## src/rtl/if_fetch_unit.sv

```systemverilog
// Instruction-fetch stage with IF/ID pipeline register.
// Drives a request/ready instruction-memory port and honours Freeze stalls and branch flushes.
module if_fetch_unit #(
  parameter logic [31:0] RESET_PC  = 32'h0000_0000,
  parameter logic [31:0] NOP_INSTR = 32'h0000_0000
) (
  input  logic        clk,
  input  logic        rst,
  input  logic        Freeze,
  input  logic        Branch_taken,
  input  logic [31:0] Branch_Addr,
  output logic        imem_req,
  output logic [31:0] imem_addr,
  input  logic        imem_ready,
  input  logic [31:0] imem_rdata,
  output logic [31:0] instruction,
  output logic [31:0] PC,
  output logic        IF_valid
);

  localparam logic [1:0] S_REQ  = 2'd0;
  localparam logic [1:0] S_HOLD = 2'd1;
  localparam logic [1:0] S_DROP = 2'd2;

  logic [1:0]  r_state;
  logic [31:0] r_pc;
  logic [31:0] r_drop_addr;
  logic [31:0] r_skid;
  logic [31:0] r_instr;
  logic [31:0] r_pc_out;
  logic        r_valid;
  logic [31:0] w_pc_plus4;

  assign w_pc_plus4 = r_pc + 32'd4;

  // In DROP the abandoned request keeps its original address until the
  // memory answers, while r_pc already holds the branch target.
  always_comb begin
    imem_req  = !rst && (r_state != S_HOLD);
    imem_addr = (r_state == S_DROP) ? r_drop_addr : r_pc;
  end

  always_ff @(posedge clk) begin
    if (rst) begin
      r_state     <= S_REQ;
      r_pc        <= RESET_PC;
      r_drop_addr <= '0;
      r_skid      <= '0;
      r_instr     <= NOP_INSTR;
      r_pc_out    <= '0;
      r_valid     <= 1'b0;
    end else if (Branch_taken) begin
      r_instr <= NOP_INSTR;
      r_valid <= 1'b0;
      r_pc    <= Branch_Addr;
      case (r_state)
        S_REQ: begin
          if (imem_ready) begin
            r_state <= S_REQ;
          end else begin
            r_state     <= S_DROP;
            r_drop_addr <= r_pc;
          end
        end
        S_DROP:  r_state <= imem_ready ? S_REQ : S_DROP;
        default: r_state <= S_REQ;
      endcase
    end else begin
      case (r_state)
        S_REQ: begin
          if (imem_ready) begin
            r_pc <= w_pc_plus4;
            if (Freeze) begin
              r_skid  <= imem_rdata;
              r_state <= S_HOLD;
            end else begin
              r_instr  <= imem_rdata;
              r_pc_out <= w_pc_plus4;
              r_valid  <= 1'b1;
            end
          end else if (!Freeze) begin
            r_instr <= NOP_INSTR;
            r_valid <= 1'b0;
          end
        end
        S_HOLD: begin
          if (!Freeze) begin
            r_instr  <= r_skid;
            r_pc_out <= r_pc;
            r_valid  <= 1'b1;
            r_state  <= S_REQ;
          end
        end
        S_DROP: begin
          if (imem_ready) r_state <= S_REQ;
          if (!Freeze) begin
            r_instr <= NOP_INSTR;
            r_valid <= 1'b0;
          end
        end
        default: r_state <= S_REQ;
      endcase
    end
  end

  assign instruction = r_instr;
  assign PC          = r_pc_out;
  assign IF_valid    = r_valid;

endmodule

```

## config.mk

```make
export PLATFORM = sky130hd
export DESIGN_NAME = if_fetch_unit
export DESIGN_NICKNAME = d
export VERILOG_FILES = /design/src/rtl/if_fetch_unit.sv
export SDC_FILE = /design/constraint.sdc
export NUM_CORES = 1
export LEC_CHECK = 0
export CORE_MARGIN = 3
export CORE_UTILIZATION = 30
export CTS_CLUSTER_DIAMETER = 100
export DETAILED_ROUTE_END_ITERATION = 8
export GPL_ROUTABILITY_DRIVEN = 1
export PLACE_DENSITY = 0.64
export RECOVER_POWER = 25
export SLEW_MARGIN = 20
export SYNTH_ARGS = -nofsm -noshare
export SYNTH_HDL_FRONTEND = slang
export SYNTH_SLANG_ARGS = --single-unit
```

## constraint.sdc

```tcl
create_clock -name clk -period 3.6 [get_ports clk]
set_input_delay 0.72 -clock clk [delete_from_list [all_inputs] [get_ports clk]]
set_output_delay 0.72 -clock clk [all_outputs]
set_load 0.05 [all_outputs]
```

Word level (Yosys, flattened, before mapping)
Index checks and enable logic that the tools add are counted.

Register bits after elaboration: 163. Input port bits: 69.

Add/sub/neg operators: 1. Eq/ne operators: 11. Mux-type cells: 25. Bitwise logic cells: 2. Reduce and logical (&&, ||, !) cells: 15.

Operator list (number): 2-to-1 mux 32 bit (11); case mux 32 bit (3 select lines) (1); case mux 32 bit (2 select lines) (1); adder 32 x 3 -> 32 bit, second input constant (1); inequality test 3 bit, second input constant (5); 2-to-1 mux 2 bit (7); AND reduction 4 bit (2); inequality test 2 bit, second input constant (3); case mux 2 bit (3 select lines) (1); AND reduction 3 bit (2); nonzero test 2 bit (3); AND reduction 5 bit (1); OR reduction 2 bit (2); 2-to-1 mux 1 bit (3); case mux 1 bit (3 select lines) (1); nonzero test 3 bit (1); == test 2 x 1 -> 1 bit, second input constant (1); == test 2 bit, second input constant (1); logical NOT 2 bit (1); inequality test 2 x 1 -> 1 bit, second input constant (1); NOT 1 bit (2); AND reduction 2 bit (1); logical AND 1 bit (1); logical NOT 1 bit (1).

Logic depth before layout (Yosys ltp)
Gate-level depths: netlist (run 1).

Word-level depth: 4. Gate-level depth with buffers: 9. Gate-level depth less buffers: 6.

Worst setup path before layout (run 1)
OpenSTA, ideal clock, no wires.

Kind: register -> output. From: reg r_state[0]. To: out imem_addr[16]. Arrival: 2.171 ns. Data required time: 2.880 ns. Path slack: 0.709 ns. Stages on the path, launching flop included: 6. Buffers on the path: 2. Path through: dfxtp_1 > inv_1 > ha_1 > clkbuf_1 > buf_1 > o21ai_0.

Cells in the longest elaborated chain, start to end: 2.

Ends and longest elaborated chain: start, declared (RTL line 25) `logic [1:0] r_state;`; start signal, assigned (RTL line 65) `S_DROP: r_state <= imem_ready ? S_REQ : S_DROP;`; == test 2 bit (RTL line 40) `imem_addr = (r_state == S_DROP) ? r_drop_addr : r_pc;`; 2-to-1 mux 32 bit (RTL line 40); end, declared (RTL line 13) `output logic [31:0] imem_addr,`.

Every way passes these cells.

Worst setup path after layout (run 1)
From: in Branch_taken. To: reg r_instr[29] (netlist: instruction[29]).

Cells in the longest elaborated chain, start to end: 1.

Ends and longest elaborated chain: start, declared (RTL line 10) `input logic Branch_taken,`; OR reduction 2 bit (no line); end signal, assigned (RTL line 77) `r_instr <= imem_rdata;`; end signal, assigned (RTL line 88) `r_instr <= r_skid;`; end, declared (RTL line 29) `logic [31:0] r_instr;`.

Every way passes these cells. A chain may end at the register's enable or synchronous reset.

==> impl_summary.txt, run 1 <==
----------------------------------------------------
[Status]
  Result of the run ... complete, but fails checks
  Violations in the final reports ... capacitance limit, slew limit

[Layout]
  Most common cell after layout, fill and taps aside ... sky130_fd_sc_hd__dfxtp_1
  Final std cell area, no fill ... 0.0108 mm²
  Fin nets ... 1187
  Area growth from synthesis to final layout ... 34.2%
  Fraction of layout cells with a size suffix above 1 ... 12.6%
  Antenna diode count ... 0
  Commonest cells after routing, fill and taps aside ... 163 x sky130_fd_sc_hd__dfxtp_1, 162 x sky130_fd_sc_hd__nand2_1, 125 x sky130_fd_sc_hd__clkdlybuf4s50_1

[Placement]
  Number of port buffers ... 166
  Routability congestion estimate from global placement ... 0.857
  Instance area at placement ... 0.0102 mm²
  Half-perimeter wire length of the detailed placement result ... 17900 µm

[Synthesis]
  Number of flip-flops and latches in the synthesized netlist ... 163
  Number of different library cells in the post-synthesis netlist ... 54
  Ys flop type ... sky130_fd_sc_hd__dfxtp_1
  Mapped cell area ... 0.00806 mm²
  Number of instances in the synthesized netlist ... 1002
  Async S/R FF share, synth ... 0%
  EDFF count, synth ... 0
  Warning count from the yosys run ... 0
  Net count after synthesis ... 1076
  Mean instance size in the synthesized netlist ... 8.04 µm²
  Sequential area share after synthesis ... 40.5%

[STA]
  Setup repair after global routing missed its margin ... no
  Endpoints failing setup ... 0
  Achievable Freq ... 311 MHz
  Clock tree skew after final layout ... 12.4 ps
  Final-layout setup total negative slack ... 0 ps
  Period utilization ... 89.4%
  Final hold violation count ... 0
  Final Slew Violations ... 115
  Worst-margin pin slew ... 1800 ps
  Slew margin rel. ... -19.9%
  Final worst path period need ... 3220 ps

[Global routing]
  Combined global-route utilization of all metal layers ... 17.8%
  Overall overflow remaining after global route ... 0
  Antenna violations before repair ... 0
  Global-route wire length before repair ... 41300 µm
  Via count of the first global-routing pass ... 7370
  Largest net degree at the start of global routing ... 82

[CTS]
  Post-CTS setup buffers ... 0
  H-tree depth reported by CTS ... 4
  Later-pin clock latency in the skew report ... 430 ps
  Clock-pin slew reported for the worst setup and hold paths after clock tree synthesis ... 70 ps
  Clock root buffer ... sky130_fd_sc_hd__clkbuf_16
  Buffers from clock root to sink, at most ... 2
  Clock buffer count from CTS ... 17
  Hold bufs inserted after CTS ... 0
  # clock sinks ... 163
  TritonCTS clock tree ... done
  Gates resized, CTS repair ... 0

[Floorplanning]
  Width of the die ... 170 µm
  FP Rows ... 59
  Starting utilization of the core area ... 30.7%
  Top-level port count ... 167
  Die area ... 0.0289 mm²
  Die Span Y ... 170 µm
  Floorplan core area ... 0.0262 mm²

[Critical path]
  Setup crit end kind ... flop
  Crit path arrival time ... 3590 ps
  Setup crit start kind ... input pin
  Type of the worst setup path ... in2reg
  Largest fanout of any net on the critical path ... 32
  CP Data Required Time ... 3970 ps

[Route]
  Routed wire length per instance ... 17.9 µm
  Post-route DRC ... 0
  Routed wire length ... 26200 µm
  Routed via count ... 7813
  Detailed Route Iter0 Violations ... 628
  Number of routed nets with antenna violations ... 0
  Total iterations of the first detailed-routing run ... 5
  Vias/cell ... 5.35

[Min path]
  Hold Path Class ... reg2reg

[Pwr]
  Total power divided by cell area ... 447 mW/mm²
  Static leakage power ... 3.68 nW
  VDD IR-drop max ... 0.328 mV

[Job]
  # Max-Cap Violations ... 2

----------------------------------------------------
[state kept, by name (all words and copies together), names as in the netlist, named ones only]
name,flops
PC,32
r_drop_addr,32
instruction,32
r_state,2
r_skid,32
r_pc,32
[path summary, 6_finish.rpt]
check | start | end | slack, ps | depth (start not counted)
min | r_drop_addr[15]$_SDFFE_PP0P_ | r_drop_addr[15]$_SDFFE_PP0P_ | 450 | 2
min reg2reg | r_drop_addr[15]$_SDFFE_PP0P_ | r_drop_addr[15]$_SDFFE_PP0P_ | 450 | 2
max reg2reg | r_state[0]$_SDFFE_PP0P_ | PC[23]$_SDFFE_PP0P_ | 730 | 7
max | Branch_taken | instruction[29]$_SDFFE_PP0P_ | 380 | 5
[final cells by class]
| cell class | count | area, µm² |
|---|---|---|
| clock buffer | 18 | 439 |
| clock inverter | 14 | 188 |
| fill | 2609 | 15400 |
| inverter | 8 | 30.0 |
| multi-input combinational | 726 | 4370 |
| sequential | 163 | 3260 |
| tap | 335 | 419 |
| timing repair buffer | 197 | 2100 |
[worst max-delay path, cell delays in order]
cell and delay [ps]:
sky130_fd_sc_hd__dlygate4sd3_1 750, sky130_fd_sc_hd__clkbuf_1 350, sky130_fd_sc_hd__nor2_2 240, sky130_fd_sc_hd__clkbuf_1 1250
sky130_fd_sc_hd__o21a_1 260
[cell usage after synthesis (3+ instances only)]
master                     number  area share [%]
sky130_fd_sc_hd__inv_1          8            0.37
sky130_fd_sc_hd__o31ai_1        5            0.47
sky130_fd_sc_hd__and4_1        12             1.3
sky130_fd_sc_hd__o21a_1        33             3.1
sky130_fd_sc_hd__a221oi_1       3            0.33
sky130_fd_sc_hd__a31o_2         3            0.33
sky130_fd_sc_hd__or4_1          6            0.56
sky130_fd_sc_hd__and2_1         4            0.31
sky130_fd_sc_hd__nor3_1        16            0.99
sky130_fd_sc_hd__o21ai_0       16            0.99
sky130_fd_sc_hd__nor2_1        98             4.6
sky130_fd_sc_hd__mux2_2        30             4.2
sky130_fd_sc_hd__and3_1        10            0.78
sky130_fd_sc_hd__or2_2          5            0.39
sky130_fd_sc_hd__a22oi_1       32             3.0
sky130_fd_sc_hd__ha_1           5            0.78
sky130_fd_sc_hd__nor2b_1        3            0.23
sky130_fd_sc_hd__xnor2_1       23             2.5
sky130_fd_sc_hd__mux2i_1        4            0.50
sky130_fd_sc_hd__or3b_2         3            0.33
sky130_fd_sc_hd__a21oi_1       81             5.0
sky130_fd_sc_hd__a311oi_1      13             1.4
sky130_fd_sc_hd__dfxtp_1      163              40
sky130_fd_sc_hd__clkbuf_1      77             3.6
sky130_fd_sc_hd__a21boi_0      32             3.0
sky130_fd_sc_hd__nand4_1       18             1.4
sky130_fd_sc_hd__buf_2         20             1.2
sky130_fd_sc_hd__nand3_1       12            0.75
sky130_fd_sc_hd__nor4_1        20             1.6
sky130_fd_sc_hd__a211oi_1      38             3.5
sky130_fd_sc_hd__buf_1          6            0.28
sky130_fd_sc_hd__nand2_1      162             7.5
sky130_fd_sc_hd__or3_1          7            0.54
sky130_fd_sc_hd__nand4b_1       3            0.33
sky130_fd_sc_hd__o221ai_1       3            0.33
[metrics by stage]
stage / instances / setup slack, ps / utilization, % / total power, mW / hold WS [ps]
global route: 1461 / 228 / 41.3 / 5.02 / 465
floorplan: 1002 / 709 / - / 2.52 / 433
CTS: 1461 / 523 / 41.3 / 4.88 / 456
global placement: 1429 / 851 / 38.9 / 2.90 / 437
detailed placement: 1429 / 791 / 38.9 / 2.91 / 446
finish: 1461 / 381 / 41.3 / 4.83 / 453
[power breakdown]
part | switching (mW) | total, mW | internal, mW
registers | 0.0892 | 1.97 | 1.88
clock network | 0.841 | 1.97 | 1.13
logic | 0.530 | 0.888 | 0.358
[routing by layer]
| layer | vias to the layer above | track usage [%] | routed length [µm] |
|---|---|---|---|
| li1 | 3794 | - | - |
| met1 | 3696 | 24.5 | 11700 |
| met2 | 297 | 27.8 | 11900 |
| met3 | 26 | 4.90 | 2250 |
| met4 | 0 | 4.37 | 325 |
| met5 | - | 0 | 0 |
[cell families (layout without fill, tap and decap cells)]
family	Yosys count	in the layout	synth area share (%)
buffers and inverters	113	237	5.61
DFF	163	163	40.5
AOI/OAI and AO/OA	271	271	22.8
xor gates and xnor gates	25	25	2.72
adders and majority gates	5	5	0.776
and+or+nand+nor	391	391	22.9
muxes	34	34	4.69
Note: power is estimated with default switching activity, not from simulation.
==> inputs of run 2 (changes only) <==
--- a/config.mk
+++ b/config.mk
@@ -8,6 +8,7 @@
 export CORE_MARGIN = 3
 export CORE_UTILIZATION = 30
 export CTS_CLUSTER_DIAMETER = 100
+export CTS_CLUSTER_SIZE = 30
 export DETAILED_ROUTE_END_ITERATION = 8
 export GPL_ROUTABILITY_DRIVEN = 1
 export PLACE_DENSITY = 0.64
==> results of run 2 <==
The final DEF is identical to that of run 1; final timing and power are the same.
==> inputs of run 3 (changes only) <==
--- a/config.mk
+++ b/config.mk
@@ -5,6 +5,7 @@
 export SDC_FILE = /design/constraint.sdc
 export NUM_CORES = 1
 export LEC_CHECK = 0
+export CORE_ASPECT_RATIO = 2
 export CORE_MARGIN = 3
 export CORE_UTILIZATION = 30
 export CTS_CLUSTER_DIAMETER = 100
@@ -13,7 +14,8 @@
 export GPL_ROUTABILITY_DRIVEN = 1
 export PLACE_DENSITY = 0.64
 export RECOVER_POWER = 25
-export SLEW_MARGIN = 20
+export SKIP_CTS_REPAIR_TIMING = 1
+export SLEW_MARGIN = 5
 export SYNTH_ARGS = -nofsm -noshare
 export SYNTH_HDL_FRONTEND = slang
 export SYNTH_SLANG_ARGS = --single-unit
==> run 3 against run 2 <==
The run now ends clean. Largest power group unchanged. Worst setup slack worse by 19 ps. Highest routed layer unchanged. Critical endpoint is now imem_addr[4]. First-iteration DRC count decreased by 44%. Non-clock buffer count is 2 higher. Worst hold slack gained 2.1 ps. Sequential share of layout area up 0.57 points.
==> impl_summary.txt, run 3 (synthesis gave the netlist of run 1 again) <==
----------------------------------------------------
[Status]
  Result of the run ... completed

[Pwr]
  Static leakage power ... 3.58 nW
  Total power divided by cell area ... 442 mW/mm²
  VDD IR-drop max ... 0.305 mV

[Layout]
  Most common cell after layout, fill and taps aside ... sky130_fd_sc_hd__dfxtp_1
  Number of filler cells placed in the layout ... 2681
  Final Util ... 40.2%
  Non-filler instance count after layout ... 1472
  Fraction of layout cells with a size suffix above 1 ... 9.93%
  Commonest cells after routing, fill and taps aside ... 163 x sky130_fd_sc_hd__dfxtp_1, 162 x sky130_fd_sc_hd__nand2_1, 150 x sky130_fd_sc_hd__clkdlybuf4s50_1
  Area growth from synthesis to final layout ... 31.7%
  Fin nets ... 1189
  Antenna diode count ... 0

[Job]
  # Max-Cap Violations ... 0

[Global routing]
  Global-route wire length before repair ... 44000 µm
  Via count of the first global-routing pass ... 7808
  Combined global-route utilization of all metal layers ... 19.8%
  Overall overflow remaining after global route ... 0
  Largest net degree at the start of global routing ... 77
  Antenna violations before repair ... 0

[STA]
  Final worst path period need ... 3240 ps
  Final Slew Violations ... 0
  Final-layout setup total negative slack ... 0 ps
  Achievable Freq ... 309 MHz
  Period utilization ... 89.9%
  Slew margin rel. ... 21.2%
  Clock tree skew after final layout ... 11.2 ps
  Setup repair after global routing missed its margin ... no
  Endpoints failing setup ... 0
  Final worst setup slack ... 362 ps
  Final hold violation count ... 0
  Worst-margin pin slew ... 1180 ps

[CTS]
  Later-pin clock latency in the skew report ... 440 ps
  Buffers from clock root to sink, at most ... 2
  TritonCTS clock tree ... done
  Clock-pin slew reported for the worst setup and hold paths after clock tree synthesis ... 70 ps
  Clock root buffer ... sky130_fd_sc_hd__clkbuf_16
  H-tree depth reported by CTS ... 4
  Clock buffer count from CTS ... 17
  # clock sinks ... 163

[Critical path]
  Critical-path cell list ... inv_1 -> ha_2 -> buf_4 -> mux2_2 -> clkdlybuf4s50_1
  Crit path arrival time ... 2520 ps
  Largest stage delay on the critical path ... 730 ps
  Largest fanout of any net on the critical path ... 10
  Slowest-stage cell, CP ... sky130_fd_sc_hd__clkdlybuf4s50_1
  Setup crit end kind ... output port
  Setup crit start kind ... flop
  Type of the worst setup path ... reg2out
  CP Data Required Time ... 2880 ps

[Route]
  Detailed Route Iter0 Violations ... 350
  Routed via count ... 7861
  Post-route DRC ... 0
  Number of routed nets with antenna violations ... 0
  Routed wire length per instance ... 19.5 µm
  Vias/cell ... 5.34
  Routed wire length ... 28800 µm
  Total iterations of the first detailed-routing run ... 5

[Min path]
  Hold Path Class ... reg2reg

[Floorplanning]
  Starting utilization of the core area ... 30.5%
  FP Rows ... 84
  Floorplan core area ... 0.0264 mm²
  Die Span Y ... 238 µm
  Width of the die ... 122 µm
  Top-level port count ... 167
  Die area ... 0.0290 mm²

[Placement]
  Post-placement setup slack ... 727 ps
  Routability congestion estimate from global placement ... 0.909
  Half-perimeter wire length of the detailed placement result ... 21000 µm
  DP Cell Count ... 1440
  Number of port buffers ... 166

----------------------------------------------------
## run 3: cell types whose count changed in the layout (fill, tap and decap cells not counted), moves of 2 or more
cell / delta
sky130_fd_sc_hd__clkdlybuf4s50_1: +25
sky130_fd_sc_hd__inv_8: -2
sky130_fd_sc_hd__dlygate4sd3_1: +5
sky130_fd_sc_hd__clkinv_4: +3
sky130_fd_sc_hd__buf_12: -22
sky130_fd_sc_hd__buf_4: -5
sky130_fd_sc_hd__inv_6: -4
sky130_fd_sc_hd__clkbuf_8: +2
sky130_fd_sc_hd__clkbuf_1: +2
## run 3: final timing paths
check | from | end | slack, ps | cells past startpoint
worst max register to register | r_pc[2]$_SDFFE_PP0P_ | r_pc[24]$_SDFFE_PP0P_ | 1020 | 5
worst max-delay path | r_state[0]$_SDFFE_PP0P_ | imem_addr[4] | 360 | 5
worst min-delay path | r_skid[2]$_SDFFE_PP0P_ | r_skid[2]$_SDFFE_PP0P_ | 460 | 2
worst min register to register | r_skid[2]$_SDFFE_PP0P_ | r_skid[2]$_SDFFE_PP0P_ | 460 | 2
## run 3: cell type report
cell class	instances	area, µm²	share of cell area (%)
clock buffer	22	474	4.47
clock inverter	10	124	1.17
inverter	8	30.0	0.283
multi-input combinational	726	4370	41.2
sequential	163	3260	30.8
tap	344	430	4.06
timing repair buffer	199	1920	18.1
## run 3: metal layers
layer / share of wire (%) / GRT usage (%)
met5: 0 / 0
met2: 56 / 37.8
met1: 33 / 18.7
met3: 4.9 / 4.52
met4: 5.9 / 11.7
## run 3: power by group
| group | leakage (nW) | switching [mW] | total [mW] | internal (mW) |
|---|---|---|---|---|
| Sequential | 1.33 | 0.0966 | 1.98 | 1.88 |
| Combinational | 1.96 | 0.530 | 0.851 | 0.321 |
| Clock | 0.287 | 0.775 | 1.86 | 1.08 |
## run 3: stage by stage
stage          hold WS (ps)  cell area (µm²)  power (mW)
5_1_grt                 472            10600        4.86
3_3_place_gp            440            10000        2.87
2_1_floorplan           433             8060        2.52
4_1_cts                 456            10600        4.74
3_5_place_dp            446            10000        2.88
6_report                455            10600        4.69
## run 3: worst max-delay path, delay by kind of cell (launching register included)
family / cells / cell delay (ps)
buf+inv: 3 / 1060
flops: 1 / 350
fa+ha+maj: 1 / 310
mux: 1 / 350
